**config.mk**
```make
export PLATFORM = sky130hd
export DESIGN_NAME = chrono_hex
export DESIGN_NICKNAME = d
export VERILOG_FILES = /design/src/rtl/chrono_hex.sv
export SDC_FILE = /design/constraint.sdc
export NUM_CORES = 1
export LEC_CHECK = 0
export CORE_UTILIZATION = 59
export DETAILED_ROUTE_END_ITERATION = 16
export GPL_ROUTABILITY_DRIVEN = 0
export PLACE_DENSITY = 0.81
export RECOVER_POWER = 25
export SLEW_MARGIN = 20
export SYNTH_ARGS = -nofsm -noshare
export SYNTH_HDL_FRONTEND = slang
export SYNTH_SLANG_ARGS = --single-unit
```
**constraint.sdc**
```tcl
create_clock -name clk -period 3.96 [get_ports clk]
set_clock_uncertainty 0.2 [all_clocks]
set_input_delay 0.594 -clock clk [delete_from_list [all_inputs] [get_ports clk]]
set_output_delay 0.594 -clock clk [all_outputs]
set_load 0.01 [all_outputs]
```
**src/rtl/chrono_hex.sv**
```systemverilog
`default_nettype none
`timescale 1ns/1ps
// ============================================================================
// Module   : chrono_hex
// Brief    : Debounced start/stop/clear stopwatch (mm:ss.cc) on six 7-seg digits
// Revision : 1.0 - initial release
// ============================================================================
module chrono_hex #(
    parameter int CLK_FREQ_HZ     = 50_000_000,
    parameter int TICK_HZ         = 100,
    parameter int DEBOUNCE_CYCLES = 500_000
) (
    input  logic       clk,
    input  logic       rst,
    input  logic [1:0] key,
    output logic [6:0] hex0,
    output logic [6:0] hex1,
    output logic [6:0] hex2,
    output logic [6:0] hex3,
    output logic [6:0] hex4,
    output logic [6:0] hex5,
    output logic       running,
    output logic       tick
);

    localparam int c_div = CLK_FREQ_HZ / TICK_HZ;
    localparam int c_pw  = (c_div > 1) ? $clog2(c_div) : 1;
    localparam int c_dw  = $clog2(DEBOUNCE_CYCLES + 1);
    localparam logic [c_pw-1:0] c_presc_last = c_pw'(c_div - 1);
    localparam logic [c_dw-1:0] c_db_last    = c_dw'(DEBOUNCE_CYCLES - 1);

    typedef enum logic [1:0] {
        S_IDLE  = 2'd0,
        S_RUN   = 2'd1,
        S_PAUSE = 2'd2
    } state_t;

    logic [1:0]      r_sync1;
    logic [1:0]      r_sync2;
    logic [1:0]      r_acc;
    logic [1:0]      r_press;
    logic [c_dw-1:0] r_db_cnt [2];

    state_t          r_state;
    state_t          w_state_next;
    logic            w_clear;
    logic            r_running;
    logic            w_tick;
    logic [c_pw-1:0] r_presc;
    logic [3:0]      r_cc0, r_cc1, r_ss0, r_ss1, r_mm0, r_mm1;

    // Accepted level only flips after DEBOUNCE_CYCLES consecutive differing samples
    always_ff @(posedge clk or posedge rst) begin
        if (rst) begin
            r_sync1 <= 2'b11;
            r_sync2 <= 2'b11;
            r_acc   <= 2'b11;
            r_press <= 2'b00;
            for (int i = 0; i < 2; i++) begin
                r_db_cnt[i] <= '0;
            end
        end else begin
            r_sync1 <= key;
            r_sync2 <= r_sync1;
            for (int i = 0; i < 2; i++) begin
                r_press[i] <= 1'b0;
                if (r_sync2[i] == r_acc[i]) begin
                    r_db_cnt[i] <= '0;
                end else if (r_db_cnt[i] == c_db_last) begin
                    r_db_cnt[i] <= '0;
                    r_acc[i]    <= r_sync2[i];
                    r_press[i]  <= ~r_sync2[i];
                end else begin
                    r_db_cnt[i] <= r_db_cnt[i] + 1'b1;
                end
            end
        end
    end

    always_comb begin
        w_state_next = r_state;
        w_clear      = 1'b0;
        case (r_state)
            S_IDLE: begin
                if (r_press[0]) w_state_next = S_RUN;
            end
            S_RUN: begin
                if (r_press[0]) w_state_next = S_PAUSE;
            end
            S_PAUSE: begin
                if (r_press[1]) begin
                    w_state_next = S_IDLE;
                    w_clear      = 1'b1;
                end else if (r_press[0]) begin
                    w_state_next = S_RUN;
                end
            end
            default: w_state_next = S_IDLE;
        endcase
    end

    always_ff @(posedge clk or posedge rst) begin
        if (rst) begin
            r_state   <= S_IDLE;
            r_running <= 1'b0;
        end else begin
            r_state   <= w_state_next;
            r_running <= (w_state_next == S_RUN);
        end
    end

    assign w_tick  = (r_state == S_RUN) && (r_presc == c_presc_last);
    assign tick    = w_tick;
    assign running = r_running;

    // Prescaler holds in PAUSE; BCD digits ripple-carry only on the tick cycle
    always_ff @(posedge clk or posedge rst) begin
        if (rst) begin
            r_presc <= '0;
            r_cc0 <= 4'd0; r_cc1 <= 4'd0;
            r_ss0 <= 4'd0; r_ss1 <= 4'd0;
            r_mm0 <= 4'd0; r_mm1 <= 4'd0;
        end else if (w_clear) begin
            r_presc <= '0;
            r_cc0 <= 4'd0; r_cc1 <= 4'd0;
            r_ss0 <= 4'd0; r_ss1 <= 4'd0;
            r_mm0 <= 4'd0; r_mm1 <= 4'd0;
        end else if (r_state == S_RUN) begin
            if (w_tick) begin
                r_presc <= '0;
                if (r_cc0 != 4'd9) begin
                    r_cc0 <= r_cc0 + 4'd1;
                end else begin
                    r_cc0 <= 4'd0;
                    if (r_cc1 != 4'd9) begin
                        r_cc1 <= r_cc1 + 4'd1;
                    end else begin
                        r_cc1 <= 4'd0;
                        if (r_ss0 != 4'd9) begin
                            r_ss0 <= r_ss0 + 4'd1;
                        end else begin
                            r_ss0 <= 4'd0;
                            if (r_ss1 != 4'd5) begin
                                r_ss1 <= r_ss1 + 4'd1;
                            end else begin
                                r_ss1 <= 4'd0;
                                if (r_mm0 != 4'd9) begin
                                    r_mm0 <= r_mm0 + 4'd1;
                                end else begin
                                    r_mm0 <= 4'd0;
                                    r_mm1 <= (r_mm1 != 4'd5) ? r_mm1 + 4'd1 : 4'd0;
                                end
                            end
                        end
                    end
                end
            end else begin
                r_presc <= r_presc + 1'b1;
            end
        end
    end

    function automatic logic [6:0] seg7(input logic [3:0] d);
        case (d)
            4'd0:    seg7 = 7'h40;
            4'd1:    seg7 = 7'h79;
            4'd2:    seg7 = 7'h24;
            4'd3:    seg7 = 7'h30;
            4'd4:    seg7 = 7'h19;
            4'd5:    seg7 = 7'h12;
            4'd6:    seg7 = 7'h02;
            4'd7:    seg7 = 7'h78;
            4'd8:    seg7 = 7'h00;
            4'd9:    seg7 = 7'h10;
            default: seg7 = 7'h7f;
        endcase
    endfunction

    assign hex0 = seg7(r_cc0);
    assign hex1 = seg7(r_cc1);
    assign hex2 = seg7(r_ss0);
    assign hex3 = seg7(r_ss1);
    assign hex4 = seg7(r_mm0);
    assign hex5 = seg7(r_mm1);

endmodule
`default_nettype wire

```
; Yosys cells after proc, flatten, opt, wreduce, memory -nomap -nowiden
; Memory sizes are Yosys's and may differ from the RTL's.
; Cells that the tools add are included.
[classes]
muxes = 56
addsub = 9
reduce_logical = 12
n_eq_ne = 19
bitwise_logic = 4
[ops]
columns = cell, count
row1 = 4-bit two-way mux, 39
row2 = 19-bit two-way mux, 7
row3 = 19-bit by 1-bit adder with 19-bit output (second input constant), 3
row4 = 19-bit equality test (second input constant), 3
row5 = 4-bit by 1-bit adder with 4-bit output (second input constant), 6
row6 = 4-bit != test (second input constant), 4
row7 = 2-bit != test (second input constant), 5
row8 = 4-bit by 3-bit != test with 1-bit output (second input constant), 2
row9 = 7-bit AND reduction, 1
row10 = 1-bit two-way mux, 6
row11 = 2-bit two-way mux, 3
row12 = 2-bit case mux with 3 select lines, 1
row13 = 2-bit AND reduction, 3
row14 = 6-bit AND reduction, 1
row15 = 5-bit AND reduction, 1
row16 = 2-bit by 1-bit equality test with 1-bit output (second input constant), 2
row17 = 1-bit NOT, 4
row18 = 4-bit AND reduction, 1
row19 = 2-bit nonzero test, 2
row20 = 3-bit AND reduction, 1
row21 = 1-bit equality test, 2
row22 = 2-bit equality test (second input constant), 1
row23 = 2-bit zero test, 1
row24 = 1-bit logical AND, 1
[word_totals]
regBits = 92
n_memories = 6
rom_bits = 672
wordCells = 122
inputBits = 4
[mem_list]
columns = name, depth, word_bits, rd, rd_ports_with_merged_regs, wr, line
row1 = (no name shown), 16, 7, 1, 0, 0, 164  ; case (d)
row2 = (no name shown), 16, 7, 1, 0, 0, 164
row3 = (no name shown), 16, 7, 1, 0, 0, 164
row4 = (no name shown), 16, 7, 1, 0, 0, 164
row5 = (no name shown), 16, 7, 1, 0, 0, 164
row6 = (no name shown), 16, 7, 1, 0, 0, 164

; Logic depth before layout (Yosys ltp)
[depth]
ltp_word = 10
mapped_depth = 8
mapped_depth_nobuf = 7

; Worst setup path before layout
; No wires, ideal clock.
[synth_path]
kind = register to output
startpoint = reg r_presc[10]
endpoint = out tick
required_time_ns = 3.166
setup_slack_ns = 1.474
path_buffers = 1
arrival_ns = 1.692
path_stages_with_launch = 6
cell_sequence = dfrtp_1 or4b_4 nor4_4 nand2_2 clkbuf_1 inv_1
[synth_via]
elab_chain_cells = 2
[synth_rtl]
columns = item, line
row1 = from (decl), 49  ; logic [c_pw-1:0] r_presc;
row2 = from (signal assigned), 158  ; r_presc <= r_presc + 1'b1;
row3 = 19-bit equality test, 112  ; assign w_tick = (r_state == S_RUN) && (r_presc == c_presc_last);
row4 = 1-bit logical AND, 112
row5 = to (decl), 23  ; output logic tick
; Every way passes these cells.

; Worst setup path after layout
; Ends and elaborated chain as after synthesis.

==> load_flow_metrics.sql <==
INSERT INTO impl_metrics (metric_group, metric, value, unit) VALUES
('power_and_ir_drop', 'total_switching_power', '0.0003708', 'W'),
('routing', 'drc_errors', '0', ''),
('place', 'dpl.hpwl', '8322', 'um'),
('run', 'max_cap_viol_count', '1', ''),
('setup_path', 'timing.critical_path.slowest_cell_delay', '580', 'ps'),
('die', 'floorplan.die_area', '0.01001', 'mm2'),
('global_routing', 'first_global_vias', '4655', ''),
('clocking', 'cts_setup_buffers', '0', ''),
('global_routing', 'grt_antenna_before_repair', '0', ''),
('power_and_ir_drop', 'power.share.clock', '37.8', '%'),
('cells_and_area', 'layout-drive-gt1-share', '5.767', '%'),
('synth', 'netlist_top_cells_area', 'sky130_fd_sc_hd__dfrtp_1 (38%), sky130_fd_sc_hd__ha_1 (7.3%), sky130_fd_sc_hd__nor2_1 (6.2%)', ''),
('timing', 'timing.slew.headroom', '-26.03', '%'),
('timing', 'setup_ws', '529.1', 'ps'),
('clocking', 'clk_pin_slew', '80', 'ps'),
('setup_path', 'timing.critical_path.arrival', '2640', 'ps'),
('place', 'dp_slack', '930.3', 'ps'),
('routing', 'wirelength', '11880', 'um'),
('power_and_ir_drop', 'leakage', '2.740', 'nW'),
('clocking', 'cts_num_sinks', '92', ''),
('synth', 'ys.warnings.count', '0', ''),
('timing', 'maxClockFrequency', '291.5', 'MHz'),
('routing', 'average_routed_wire_per_standard_cell', '14.14', 'um'),
('min_path', 'worst_min_delay_path_category', 'register to register', ''),
('min_path', 'worstHoldEndpoint', 'r_sync2[1]', ''),
('routing', 'route.vias.total', '4915', ''),
('synth', 'synth_enable_flop_cells', '0', ''),
('cells_and_area', 'multiInputGateArea', '0.003147', 'mm2'),
('die', 'core', '0.009284', 'mm2'),
('power_and_ir_drop', 'p_seq_share', '60.0', '%'),
('outcome', 'outcome', 'complete, but fails checks', ''),
('die', 'floorplan.io_pins', '48', ''),
('synth', 'syn_area_per_cell', '8.482', 'um2'),
('clocking', 'root_buffer', 'sky130_fd_sc_hd__clkbuf_8', ''),
('synth', 'synth_top_area_share', '37.93', '%'),
('timing', 'final.period_utilization', '86.64', '%'),
('synth', 'synthArstFlopShare', '100.0', '%'),
('power_and_ir_drop', 'p_sw_share', '23.32', '%'),
('setup_path', 'endpoint_kind', 'output pin', ''),
('power_and_ir_drop', 'combPwrFrac', '2.2', '%'),
('routing', 'final_antenna_net_count', '0', ''),
('synth', 'mappedNetlistArea', '0.005674', 'mm2'),
('setup_path', 'worst-endpoint-required', '3170', 'ps'),
('power_and_ir_drop', 'p_int', '0.001219', 'W'),
('global_routing', 'grt.total_usage', '25.42', '%'),
('clocking', 'cts-buffers-inserted', '9', ''),
('synth', 'syn-num-nets', '706', ''),
('clocking', 'max-clock-path-buffers', '2', ''),
('cells_and_area', 'num_antenna_cells', '0', ''),
('cells_and_area', 'area.sequential', '0.002310', 'mm2'),
('outcome', 'failed_checks', 'capacitance limit, slew limit', ''),
('clocking', 'cts.repair.resized', '0', ''),
('timing', 'final_hold_viol_count', '0', ''),
('cells_and_area', 'finish.net_count', '743', ''),
('cells_and_area', 'area.growth.synth_to_final', '13.03', '%'),
('routing', 'drt-pass1-iter-count', '5', ''),
('die', 'chip_height', '100.1', 'um'),
('setup_path', 'timing.rr.start', 'r_state[0]', ''),
('die', 'floorplan.initialDensity', '61.12', '%'),
('timing', 'finalMaxSlewViolations', '80', ''),
('setup_path', 'r2r_slack', '1300', 'ps'),
('die', 'std_cell_rows', '35', ''),
('min_path', 'min_delay_path_depth', '0', ''),
('setup_path', 'rr_endpoint', 'r_presc[11]', ''),
('place', 'port_buffers', '47', ''),
('cells_and_area', 'layout.cells.non_filler', '840', ''),
('synth', 'synth-seq-cells', '92', ''),
('power_and_ir_drop', 'vdd_ir_drop_max', '0.1839', 'mV'),
('clocking', 'worstSkewPairLatency', '360', 'ps'),
('global_routing', 'grt_max_degree', '80', ''),
('synth', 'synth-main-ff-cell', 'sky130_fd_sc_hd__dfrtp_1', '');
[synthesized netlist by cell type (all sizes together), types with 8 or more instances]
cell type / count
inv: 34
or3: 8
clkbuf: 20
or2: 8
dfrtp: 86
xnor2: 23
o21ai: 48
nand3: 32
nor2: 93
xor2: 28
nand2: 82
a21oi: 39
nor3: 16
nand4: 21
ha: 33
[final cells by class]
| cell class | count | area share (%) |
|---|---|---|
| Timing Repair Buffer | 49 | 7.472 |
| Inverter | 34 | 2.009 |
| Clock inverter | 5 | 0.5657 |
| Tap cell | 129 | 2.517 |
| Multi-Input combinational cell | 520 | 49.06 |
| Sequential cell | 92 | 36.01 |
| Clock buffer | 11 | 2.361 |
[per-layer routing]
| metal | track usage [%] | wire (um) | up-vias |
|---|---|---|---|
| met4 | 9.030 | 178 | 0 |
| li1 | - | - | 2399 |
| met1 | 33.81 | 5366 | 2345 |
| met2 | 43.13 | 5788 | 153 |
| met5 | 0 | 0 | - |
| met3 | 3.203 | 546 | 18 |
[power by group through the flow]
stage	sequential [W]	clock, W	combinational [W]
after floorplan	0.000971	0	0.0000260
after global placement	0.000972	0	0.0000384
after detailed placement	0.000972	0	0.0000396
after CTS	0.000954	0.000610	0.0000399
after global routing	0.000955	0.000645	0.0000427
final	0.000954	0.000601	0.0000353
[worst max path at each step]
stage | endpoint | startpoint | slack (ps) | cells past startpoint
after floorplan | r_cc0[0] | rst | 780 | 1
after global placement | tick | r_presc[10] | 980 | 5
after detailed placement | tick | r_presc[10] | 930 | 5
after CTS | tick | r_presc[10] | 540 | 5
after global routing | r_cc1[1] | rst | 350 | 3
final | tick | r_presc[10] | 530 | 5
[logic make-up after synthesis]
| family | Yosys count | synth area share (%) |
|---|---|---|
| XOR/XNOR | 51 | 7.872 |
| multiplexers | 7 | 1.323 |
| flip-flops | 92 | 40.71 |
| buffers and inverters | 57 | 3.837 |
| AND/OR/NAND/NOR | 316 | 27.87 |
| adder cells (fa/ha/maj) | 33 | 7.277 |
| AO/OA/AOI/OAI | 113 | 11.11 |
[flip-flops by register name, indices dropped and copies added, names as in the netlist]
| signal | flops |
|---|---|
| r_mm0 | 4 |
| r_presc | 19 |
| r_db_cnt | 38 |
| r_sync2 | 2 |
| r_acc | 2 |
| running | 1 |
| r_cc1 | 4 |
| r_cc0 | 4 |
| r_ss1 | 4 |
| r_ss0 | 4 |
| r_press | 2 |
| r_sync1 | 2 |
| r_state | 2 |
| r_mm1 | 4 |
[placed cells by master, fill, tap and decap left out, types with 3 or more instances in the layout]
| master | count |
|---|---|
| sky130_fd_sc_hd__nand4_1 | 21 |
| sky130_fd_sc_hd__dfrtp_1 | 86 |
| sky130_fd_sc_hd__mux2_2 | 4 |
| sky130_fd_sc_hd__or3_1 | 8 |
| sky130_fd_sc_hd__nand3_1 | 32 |
| sky130_fd_sc_hd__clkdlybuf4s50_1 | 44 |
| sky130_fd_sc_hd__clkinv_4 | 3 |
| sky130_fd_sc_hd__nand3b_1 | 6 |
| sky130_fd_sc_hd__ha_1 | 33 |
| sky130_fd_sc_hd__o21ai_0 | 48 |
| sky130_fd_sc_hd__nor2b_1 | 3 |
| sky130_fd_sc_hd__xnor2_1 | 23 |
| sky130_fd_sc_hd__o22ai_1 | 4 |
| sky130_fd_sc_hd__mux2i_1 | 3 |
| sky130_fd_sc_hd__o41ai_1 | 3 |
| sky130_fd_sc_hd__nor4b_1 | 5 |
| sky130_fd_sc_hd__a21oi_1 | 39 |
| sky130_fd_sc_hd__xor2_1 | 28 |
| sky130_fd_sc_hd__dlygate4sd3_1 | 3 |
| sky130_fd_sc_hd__nor3_1 | 16 |
| sky130_fd_sc_hd__o31ai_1 | 3 |
| sky130_fd_sc_hd__and3_1 | 7 |
| sky130_fd_sc_hd__nor4_1 | 6 |
| sky130_fd_sc_hd__or2_2 | 8 |
| sky130_fd_sc_hd__nor2_1 | 93 |
| sky130_fd_sc_hd__and3b_1 | 4 |
| sky130_fd_sc_hd__a21o_1 | 5 |
| sky130_fd_sc_hd__dfstp_2 | 6 |
| sky130_fd_sc_hd__nand2_1 | 81 |
| sky130_fd_sc_hd__inv_1 | 33 |
| sky130_fd_sc_hd__clkbuf_8 | 11 |
| sky130_fd_sc_hd__or4_1 | 5 |
| sky130_fd_sc_hd__a31oi_1 | 5 |
| sky130_fd_sc_hd__and4_1 | 6 |
[stage by stage]
step | instance area (um2) | hold slack, ps | power (W)
2_1_floorplan | 5674 | 145.2 | 0.0009970
3_3_place_gp | 6245 | 146.6 | 0.001010
3_5_place_dp | 6245 | 147.0 | 0.001012
4_1_cts | 6432 | 158.9 | 0.001603
5_1_grt | 6414 | 167.7 | 0.001643
6_report | 6414 | 158.7 | 0.001590
[worst max-delay path, delay by kind of cell (launching register included)]
| family | cells | cell delay, ps |
|---|---|---|
| buffers and inverters | 2 | 640 |
| DFF | 1 | 460 |
| and+or+nand+nor | 3 | 1180 |
No activity file was read; power rests on OpenSTA's default activity.
